`config.mk`:
```
export PLATFORM = sky130hd
export DESIGN_NAME = scan_code_decoder
export DESIGN_NICKNAME = d
export VERILOG_FILES = /design/src/rtl/scan_code_decoder.sv
export SDC_FILE = /design/constraint.sdc
export NUM_CORES = 1
export LEC_CHECK = 0
export CAP_MARGIN = 0
export CORE_MARGIN = 8
export CORE_UTILIZATION = 52
export CTS_CLUSTER_DIAMETER = 60
export CTS_CLUSTER_SIZE = 24
export DETAILED_ROUTE_END_ITERATION = 7
export GPL_ROUTABILITY_DRIVEN = 0
export PLACE_DENSITY = 0.79
export SLEW_MARGIN = 20
export SYNTH_ARGS = -nofsm -noshare
export SYNTH_HDL_FRONTEND = slang
export SYNTH_SLANG_ARGS = --single-unit
```
`constraint.sdc`:
```
create_clock -name clk -period 2.5 [get_ports clk]
set_clock_uncertainty 0.1 [all_clocks]
set_input_delay 0.5 -clock clk [delete_from_list [all_inputs] [get_ports clk]]
set_output_delay 0.5 -clock clk [all_outputs]
set_load 0.01 [all_outputs]
```
`src/rtl/scan_code_decoder.sv`:
```
// PS/2 set-2 scan-code consumer: prefix tracking, Shift/Caps state, ASCII translation
// and a small FIFO drained over a valid/ready handshake.
module scan_code_decoder #(
   parameter int unsigned DEPTH = 4
) (
   input  logic                     clk,
   input  logic                     resetn,
   input  logic [7:0]               scan_code,
   input  logic                     scan_code_ready,
   output logic [7:0]               ascii,
   output logic                     ascii_valid,
   input  logic                     ascii_ready,
   output logic                     shift_active,
   output logic                     caps_lock,
   output logic                     overflow,
   output logic [$clog2(DEPTH):0]   fill
);

   localparam int unsigned PW = $clog2(DEPTH);
   localparam logic [PW:0] FULL_LEVEL = (PW+1)'(DEPTH);

   typedef enum logic [1:0] {S_IDLE, S_BRK, S_EXT, S_EXT_BRK} state_t;

   state_t          state;
   logic            rdy_q;
   logic            shift_l;
   logic            shift_r;
   logic [PW-1:0]   wr_ptr;
   logic [PW-1:0]   rd_ptr;
   logic [7:0]      mem [DEPTH];

   logic            accept;
   logic            code_hit;
   logic            code_letter;
   logic [7:0]      code_char;
   logic [7:0]      char_out;
   logic            push_req;
   logic            push;
   logic            pop;
   logic            full;

   always_comb begin
      code_hit    = 1'b1;
      code_letter = 1'b1;
      code_char   = '0;
      unique case (scan_code)
         8'h1C: code_char = 8'h61;
         8'h32: code_char = 8'h62;
         8'h21: code_char = 8'h63;
         8'h23: code_char = 8'h64;
         8'h24: code_char = 8'h65;
         8'h2B: code_char = 8'h66;
         8'h34: code_char = 8'h67;
         8'h33: code_char = 8'h68;
         8'h43: code_char = 8'h69;
         8'h3B: code_char = 8'h6A;
         8'h42: code_char = 8'h6B;
         8'h4B: code_char = 8'h6C;
         8'h3A: code_char = 8'h6D;
         8'h31: code_char = 8'h6E;
         8'h44: code_char = 8'h6F;
         8'h4D: code_char = 8'h70;
         8'h15: code_char = 8'h71;
         8'h2D: code_char = 8'h72;
         8'h1B: code_char = 8'h73;
         8'h2C: code_char = 8'h74;
         8'h3C: code_char = 8'h75;
         8'h2A: code_char = 8'h76;
         8'h1D: code_char = 8'h77;
         8'h22: code_char = 8'h78;
         8'h35: code_char = 8'h79;
         8'h1A: code_char = 8'h7A;
         default: begin
            code_letter = 1'b0;
            unique case (scan_code)
               8'h45: code_char = 8'h30;
               8'h16: code_char = 8'h31;
               8'h1E: code_char = 8'h32;
               8'h26: code_char = 8'h33;
               8'h25: code_char = 8'h34;
               8'h2E: code_char = 8'h35;
               8'h36: code_char = 8'h36;
               8'h3D: code_char = 8'h37;
               8'h3E: code_char = 8'h38;
               8'h46: code_char = 8'h39;
               8'h29: code_char = 8'h20;
               8'h5A: code_char = 8'h0D;
               8'h66: code_char = 8'h08;
               default: code_hit = 1'b0;
            endcase
         end
      endcase
   end

   // Shift/Caps are registers, so the case conversion sees the pre-byte state.
   assign char_out     = (code_letter && (shift_active ^ caps_lock)) ? code_char - 8'h20 : code_char;
   assign accept       = scan_code_ready && !rdy_q;
   assign push_req     = accept && (state == S_IDLE) && (scan_code != 8'hE0) &&
                         (scan_code != 8'hF0) && code_hit;
   assign full         = (fill == FULL_LEVEL);
   assign ascii_valid  = (fill != '0);
   assign pop          = ascii_valid && ascii_ready;
   assign push         = push_req && (!full || pop);
   assign ascii        = ascii_valid ? mem[rd_ptr] : '0;
   assign shift_active = shift_l | shift_r;

   always_ff @(posedge clk or negedge resetn) begin
      if (!resetn) begin
         state     <= S_IDLE;
         rdy_q     <= 1'b1;
         shift_l   <= 1'b0;
         shift_r   <= 1'b0;
         caps_lock <= 1'b0;
         overflow  <= 1'b0;
         wr_ptr    <= '0;
         rd_ptr    <= '0;
         fill      <= '0;
      end else begin
         rdy_q <= scan_code_ready;
         if (accept) begin
            unique case (state)
               S_IDLE: begin
                  if (scan_code == 8'hE0) begin
                     state <= S_EXT;
                  end else if (scan_code == 8'hF0) begin
                     state <= S_BRK;
                  end else if (scan_code == 8'h12) begin
                     shift_l <= 1'b1;
                  end else if (scan_code == 8'h59) begin
                     shift_r <= 1'b1;
                  end else if (scan_code == 8'h58) begin
                     caps_lock <= ~caps_lock;
                  end
               end
               S_BRK: begin
                  if (scan_code == 8'h12) shift_l <= 1'b0;
                  if (scan_code == 8'h59) shift_r <= 1'b0;
                  state <= S_IDLE;
               end
               S_EXT:     state <= (scan_code == 8'hF0) ? S_EXT_BRK : S_IDLE;
               S_EXT_BRK: state <= S_IDLE;
               default:   state <= S_IDLE;
            endcase
         end
         if (push_req && full && !pop) overflow <= 1'b1;
         if (push) wr_ptr <= wr_ptr + 1'b1;
         if (pop)  rd_ptr <= rd_ptr + 1'b1;
         unique case ({push, pop})
            2'b10:   fill <= fill + 1'b1;
            2'b01:   fill <= fill - 1'b1;
            default: fill <= fill;
         endcase
      end
   end

   always_ff @(posedge clk) begin
      if (push) mem[wr_ptr] <= char_out;
   end

endmodule
```
==> results of run 1 <==
## logic make-up after synthesis
logic type | Yosys count | synth area share
multiplexers | 13 | 0.0782
flip-flops | 46 | 0.439
XOR/XNOR | 14 | 0.0410
other | 1 | 0.00125
AO/OA/AOI/OAI | 54 | 0.135
adder cells (fa/ha/maj) | 5 | 0.0234
AND/OR/NAND/NOR | 122 | 0.230
buffers and inverters | 29 | 0.0523
## state kept, by name (all words and copies together), names as in the netlist
| register | flops |
|---|---|
| shift_r | 1 |
| rd_ptr | 2 |
| caps_lock | 1 |
| shift_l | 1 |
| state | 2 |
| mem | 32 |
| overflow | 1 |
| fill | 3 |
| wr_ptr | 2 |
| rdy_q | 1 |
## layout make-up
class                      count  area [sq um]  area share
timing repair buffer         125          1070       0.245
clock inverter                 2          10.0     0.00229
sequential                    46          1310       0.301
tap                           72          90.1      0.0206
clock buffer                   6          72.6      0.0166
inverter                       5          18.8     0.00430
multi-input combinational    212          1790       0.411
## worst paths after layout
path | cells after the start | to | slack [ns] | startpoint
max in group asynchronous | 1 | wr_ptr[0]$_DFFE_PN0P_ | 1.35 | resetn
worst min register to register | 1 | overflow$_DFFE_PN0P_ | 0.38 | overflow$_DFFE_PN0P_
min in group asynchronous | 1 | fill[0]$_DFFE_PN0P_ | 0.52 | resetn
worst max-delay path | 13 | fill[2]$_DFFE_PN0P_ | -0.32 | scan_code[4]
worst min-delay path | 1 | overflow$_DFFE_PN0P_ | 0.38 | overflow$_DFFE_PN0P_
worst max register to register | 11 | fill[2]$_DFFE_PN0P_ | 0 | rdy_q$_DFF_PN1_
## cells in the mapped netlist, types with 3 or more instances
master / count / area share
o21ai_0: 11 / 0.018
dfrtp_1: 13 / 0.11
buf_2: 8 / 0.013
a21oi_1: 9 / 0.015
buf_4: 4 / 0.010
ha_1: 4 / 0.017
nand3_1: 12 / 0.020
mux2_2: 3 / 0.011
nor3_1: 9 / 0.015
clkbuf_1: 5 / 0.0063
o21a_1: 3 / 0.0075
nor2_1: 21 / 0.026
buf_6: 3 / 0.011
xor2_1: 4 / 0.012
nor2b_1: 8 / 0.017
nand2b_1: 13 / 0.027
nand2_1: 20 / 0.025
a31oi_1: 3 / 0.0063
nand4_1: 3 / 0.0063
xnor2_1: 10 / 0.029
buf_1: 4 / 0.0050
nor4b_1: 3 / 0.0088
nand3b_1: 3 / 0.0075
inv_1: 5 / 0.0063
and2_1: 13 / 0.027
o22ai_1: 5 / 0.010
edfxtp_1: 32 / 0.32
mux4_2: 8 / 0.060
## metal layers
layer,track usage,wire [um],vias to the layer above
met4,0.103,452,0
met3,0.0399,634,56
met1,0.228,3380,1402
met2,0.343,4800,164
li1,-,-,1266
met5,0,0,-
## what timing repair did
item	CTS	global route
gates cloned	0	0
endpoints found under the setup margin	70	49
buffers inserted	33	7
pin swaps	11	9
resized for setup	79	31
## where the power goes
part           switching [uW]  internal (uW)
Combinational             641            703
Sequential               71.9            891
Clock                     238            194
## metrics by stage
| step | hold slack (ns) | power (uW) |
|---|---|---|
| after floorplan | 0.104 | 1680 |
| after global placement | 0.358 | 2190 |
| after detailed placement | 0.365 | 2250 |
| after CTS | 0.384 | 2670 |
| after global routing | 0.414 | 2880 |
| final | 0.378 | 2740 |
==> reports/results.ini, run 1 <==
[timing]
fin_crit_sh=1.13
relSlewSlack=0.541
setup_viol=37
drv_slew=0
max_freq_ghz=0.355
rsz0062_at_grt=yes
tns_ns=-7.37
finalHoldViolCount=0
setup_slack_ns=-0.319
worstMarginPinSlew_ns=0.686
period_minus_slack_ns=2.82

[synthesis]
async_flop_share=0.304
syn_avg_cell_area_sq_um=10.5
yosys_warnings=0
netlist_area_sq_um=2990
seq_area_frac_synth=0.439
syn_inst=284
synth-edff-count=32
synth.distinct_cells=64
synthFlopType=edfxtp_1
ys_ff_latch=46

[power]
pwr_density_cell_nw_per_um2=627
ir_drop_uv=365
leakage_uw=0.00182

[global_route]
antenna_found_initial=0
grt_pass1_wl_um=13700
grt_max_degree=15
grt_pass1_vias=2873
grt_usage=0.199
grt_remaining_overflow=0

[cts]
cts_tree=built
hold_buffers=0
cts_made_buffers=5
clk_pin_slew_worst_paths_ns=0.08
clock_sinks=46
htree_levels=2
cts_root_buf=clkbuf_8
clk-insertion-delay-late_ns=0.29
clk_path_buf_depth=2

[setup_path]
arrival_ns=2.87
end_kind=flop
cpPeakStageDelay_ns=0.55
crit_top_cell=nor3_2
worstPathCellList=buf_8, buf_4, or4b_4, nor3_2, nor3_2, nand3_2, o31ai_4, nor2b_4, fa_2, nand2b_4, mux2_4, nand2_1, o311ai_1
cp-start-kind=input port
crit_type=in2reg
cp_num_buf_inv=2
path_delay_family=simple AND/OR/NAND/NOR gates
worst_ep_required_time_ns=2.55
slowest_stage=or4b_4
path_max_fanout=7

[place]
place_ws_ns=-1.13
port_buffers=26
dpl_cell_area_sq_um=3840
dp_cells=436
hpwlAfterDp_um=5700

[finish]
final_cell_mix=buf_4 (89), edfxtp_1 (32), nand2_1 (20)
syn_to_final_growth_pct=46.0
antennaDiodeCount=0
utilization=0.788
drive_above_1_share=0.449
final_net_count=412
layout_commonest_cell=buf_4
finalNonFillerCells=468
design_area_sq_um=4370
nFillCells=315

[floorplan]
dieArea_sq_um=8440
core_area_sq_um=5540
num_rows=27
start_util=0.540
die_h_um=91.9
io_pins=27
die_w_um=91.9

[detailed_routing]
vias=2888
dr.pass1.iters=5
detail_route.wl_per_cell_um=19.8
drc=0
drtIter0Drc=266
vias_per_cell=6.17
antenna_left=0
routed_wl_um=9270

[run_status]
violations=negative setup slack
status=finished, violations left

[worst_hold_path]
hold_path.class=reg2reg

[flow_run]
cap_violations=0

(Power assumes the default switching activity.)
==> run 2: changes to the inputs <==
--- a/config.mk
+++ b/config.mk
@@ -8,10 +8,10 @@
 export CAP_MARGIN = 0
 export CORE_MARGIN = 8
 export CORE_UTILIZATION = 52
-export CTS_CLUSTER_DIAMETER = 60
 export CTS_CLUSTER_SIZE = 24
 export DETAILED_ROUTE_END_ITERATION = 7
 export GPL_ROUTABILITY_DRIVEN = 0
+export MAX_ROUTING_LAYER = met4
 export PLACE_DENSITY = 0.79
 export SLEW_MARGIN = 20
 export SYNTH_ARGS = -nofsm -noshare
==> run 2 against run 1 <==
The run still ends with negative setup slack left. Critical path depth is the same. Non-clock buffer count is the same. Maximum frequency shrank 0.32%. Worst setup slack lost 0.0090 ns. Die area is the same. Critical path type unchanged. Critical endpoint unchanged. Largest cell class unchanged.
==> reports/results.ini, run 2 (synthesized netlist as in run 1, its figures left out) <==
[setup_path]
end_kind=flop
crit_type=in2reg
cp-start-kind=input port
path_max_fanout=7  ; unchanged
worst_ep_required_time_ns=2.55  ; about the same
arrival_ns=2.88  ; about the same

[timing]
rsz0062_at_grt=yes
period_minus_slack_ns=2.83  ; +0.00904 ns
drv_slew=0  ; unchanged
worst_hold_slack_ns=0.378  ; +0.000458 ns
worstMarginPinSlew_ns=0.710  ; +0.0240 ns
max_freq_ghz=0.354  ; -0.32%
fin_crit_sh=1.13  ; +0.00361
tns_ns=-8.04  ; -0.667 ns
setup_slack_ns=-0.328  ; -0.00904 ns
finalHoldViolCount=0  ; unchanged
setup_viol=37  ; unchanged
relSlewSlack=0.525  ; -0.0160

[floorplan]
dieArea_sq_um=8440  ; unchanged
num_rows=27  ; unchanged
die_h_um=91.9  ; unchanged
die_w_um=91.9  ; unchanged
io_pins=27  ; unchanged
start_util=0.540  ; unchanged
core_area_sq_um=5540  ; unchanged

[cts]
cts_tree=built
hold_buffers=0  ; unchanged
cts_made_buffers=5  ; unchanged
cts_root_buf=clkbuf_8
clk_pin_slew_worst_paths_ns=0.09  ; about the same
clock_sinks=46  ; unchanged
clk-insertion-delay-late_ns=0.29  ; about the same
clk_path_buf_depth=2  ; unchanged
htree_levels=2  ; unchanged

[place]
dp_cells=436  ; unchanged
port_buffers=26  ; unchanged
hpwlAfterDp_um=5700  ; unchanged

[global_route]
grt_pass1_wl_um=13700  ; +0.25%
grt_max_degree=15  ; unchanged
grt_remaining_overflow=0  ; unchanged
grt_usage=0.205  ; +0.00610
antenna_found_initial=0  ; unchanged
grt_pass1_vias=2870  ; -0.10%

[detailed_routing]
drtIter0Drc=259  ; -2.6%
drc=0  ; unchanged
antenna_left=0  ; unchanged
detail_route.wl_per_cell_um=20.2  ; +2.0%
dr.pass1.iters=8  ; +3
routed_wl_um=9450  ; +2.0%
vias_per_cell=6.28  ; +1.8%
vias=2940  ; +1.8%

[power]
leakage_uw=0.00182  ; unchanged
pwr_density_cell_nw_per_um2=628  ; +0.13%
ir_drop_uv=365  ; about the same

[worst_hold_path]
hold_path.class=reg2reg

[finish]
regMostFlops=mem
largest_register_ffs=32  ; unchanged
top_regs=mem (32), fill (3)
utilization=0.788  ; unchanged
finalNonFillerCells=468  ; unchanged
final_cell_mix=buf_4 (89), edfxtp_1 (32), nand2_1 (20)
final_net_count=412  ; unchanged
antennaDiodeCount=0  ; unchanged
syn_to_final_growth_pct=46.0  ; unchanged
drive_above_1_share=0.449  ; unchanged
layout_commonest_cell=buf_4

[run_status]
violations=negative setup slack
status=finished, violations left

[flow_run]
cap_violations=0  ; unchanged

run 2: cell counts in the layout (fill, tap and decap cells not counted):
Identical to the previous run, type by type.
run 2: timing repair:
item | CTS | global route
gates resized for setup | 79 | 31
hold endpoints to repair | 0 | 0
endpoints found under the setup margin | 70 | 49
setup buffers | 33 | 7
pin swaps | 11 | 9
run 2: worst max-delay path, stage by stage:
cell and delay (ns):
buf_8 0.11, buf_4 0.13, or4b_4 0.55, nor3_2 0.22, nor3_2 0.09, nand3_2 0.11, o31ai_4 0.09, nor2b_4 0.13
fa_2 0.35, nand2b_4 0.15, mux2_4 0.26, nand2_1 0.07, o311ai_1 0.12
run 2: layer usage:
metal / GRT usage / share of wire / up-vias
li1: - / - / 1265
met1: 0.230 / 0.37 / 1415
met5: - / 0 / -
met4: 0.101 / 0.047 / 0
met3: 0.0359 / 0.074 / 58
met2: 0.345 / 0.51 / 202
run 2: cell type report:
cell class / count / area [sq um]
Multi-Input combinational cell: 212 / 1790
Sequential cell: 46 / 1310
Fill cell: 315 / 1170
Timing Repair Buffer: 125 / 1070
Tap cell: 72 / 90.1
Clock buffer: 6 / 72.6
Inverter: 5 / 18.8
Clock inverter: 2 / 10.0
run 2: power breakdown:
part | switching (uW) | total (uW) | leakage (uW) | internal (uW)
registers | 72.2 | 964 | 0.000475 | 891
logic | 643 | 1350 | 0.00130 | 703
clock network | 238 | 432 | 0.0000450 | 194
run 2: path summary, 6_finish.rpt:
path / to / depth (start not counted) / start / slack, ns
setup / recovery: fill[2]$_DFFE_PN0P_ / 13 / scan_code[4] / -0.33
max in group asynchronous: wr_ptr[0]$_DFFE_PN0P_ / 1 / resetn / 1.32
setup reg to reg: fill[2]$_DFFE_PN0P_ / 11 / rdy_q$_DFF_PN1_ / 0
min in group asynchronous: fill[2]$_DFFE_PN0P_ / 1 / resetn / 0.53
hold reg to reg: overflow$_DFFE_PN0P_ / 1 / overflow$_DFFE_PN0P_ / 0.38
hold / removal: overflow$_DFFE_PN0P_ / 1 / overflow$_DFFE_PN0P_ / 0.38
run 2: stage by stage:
step                      power (uW)  worst slack, ns  instance area, sq um
after global routing            2880           -0.414                  4370
after global placement          2190            -1.05                  3840
after detailed placement        2250            -1.13                  3840
final                           2740           -0.328                  4370
after floorplan                 1680           -0.622                  3090
after CTS                       2670           -0.221                  4210
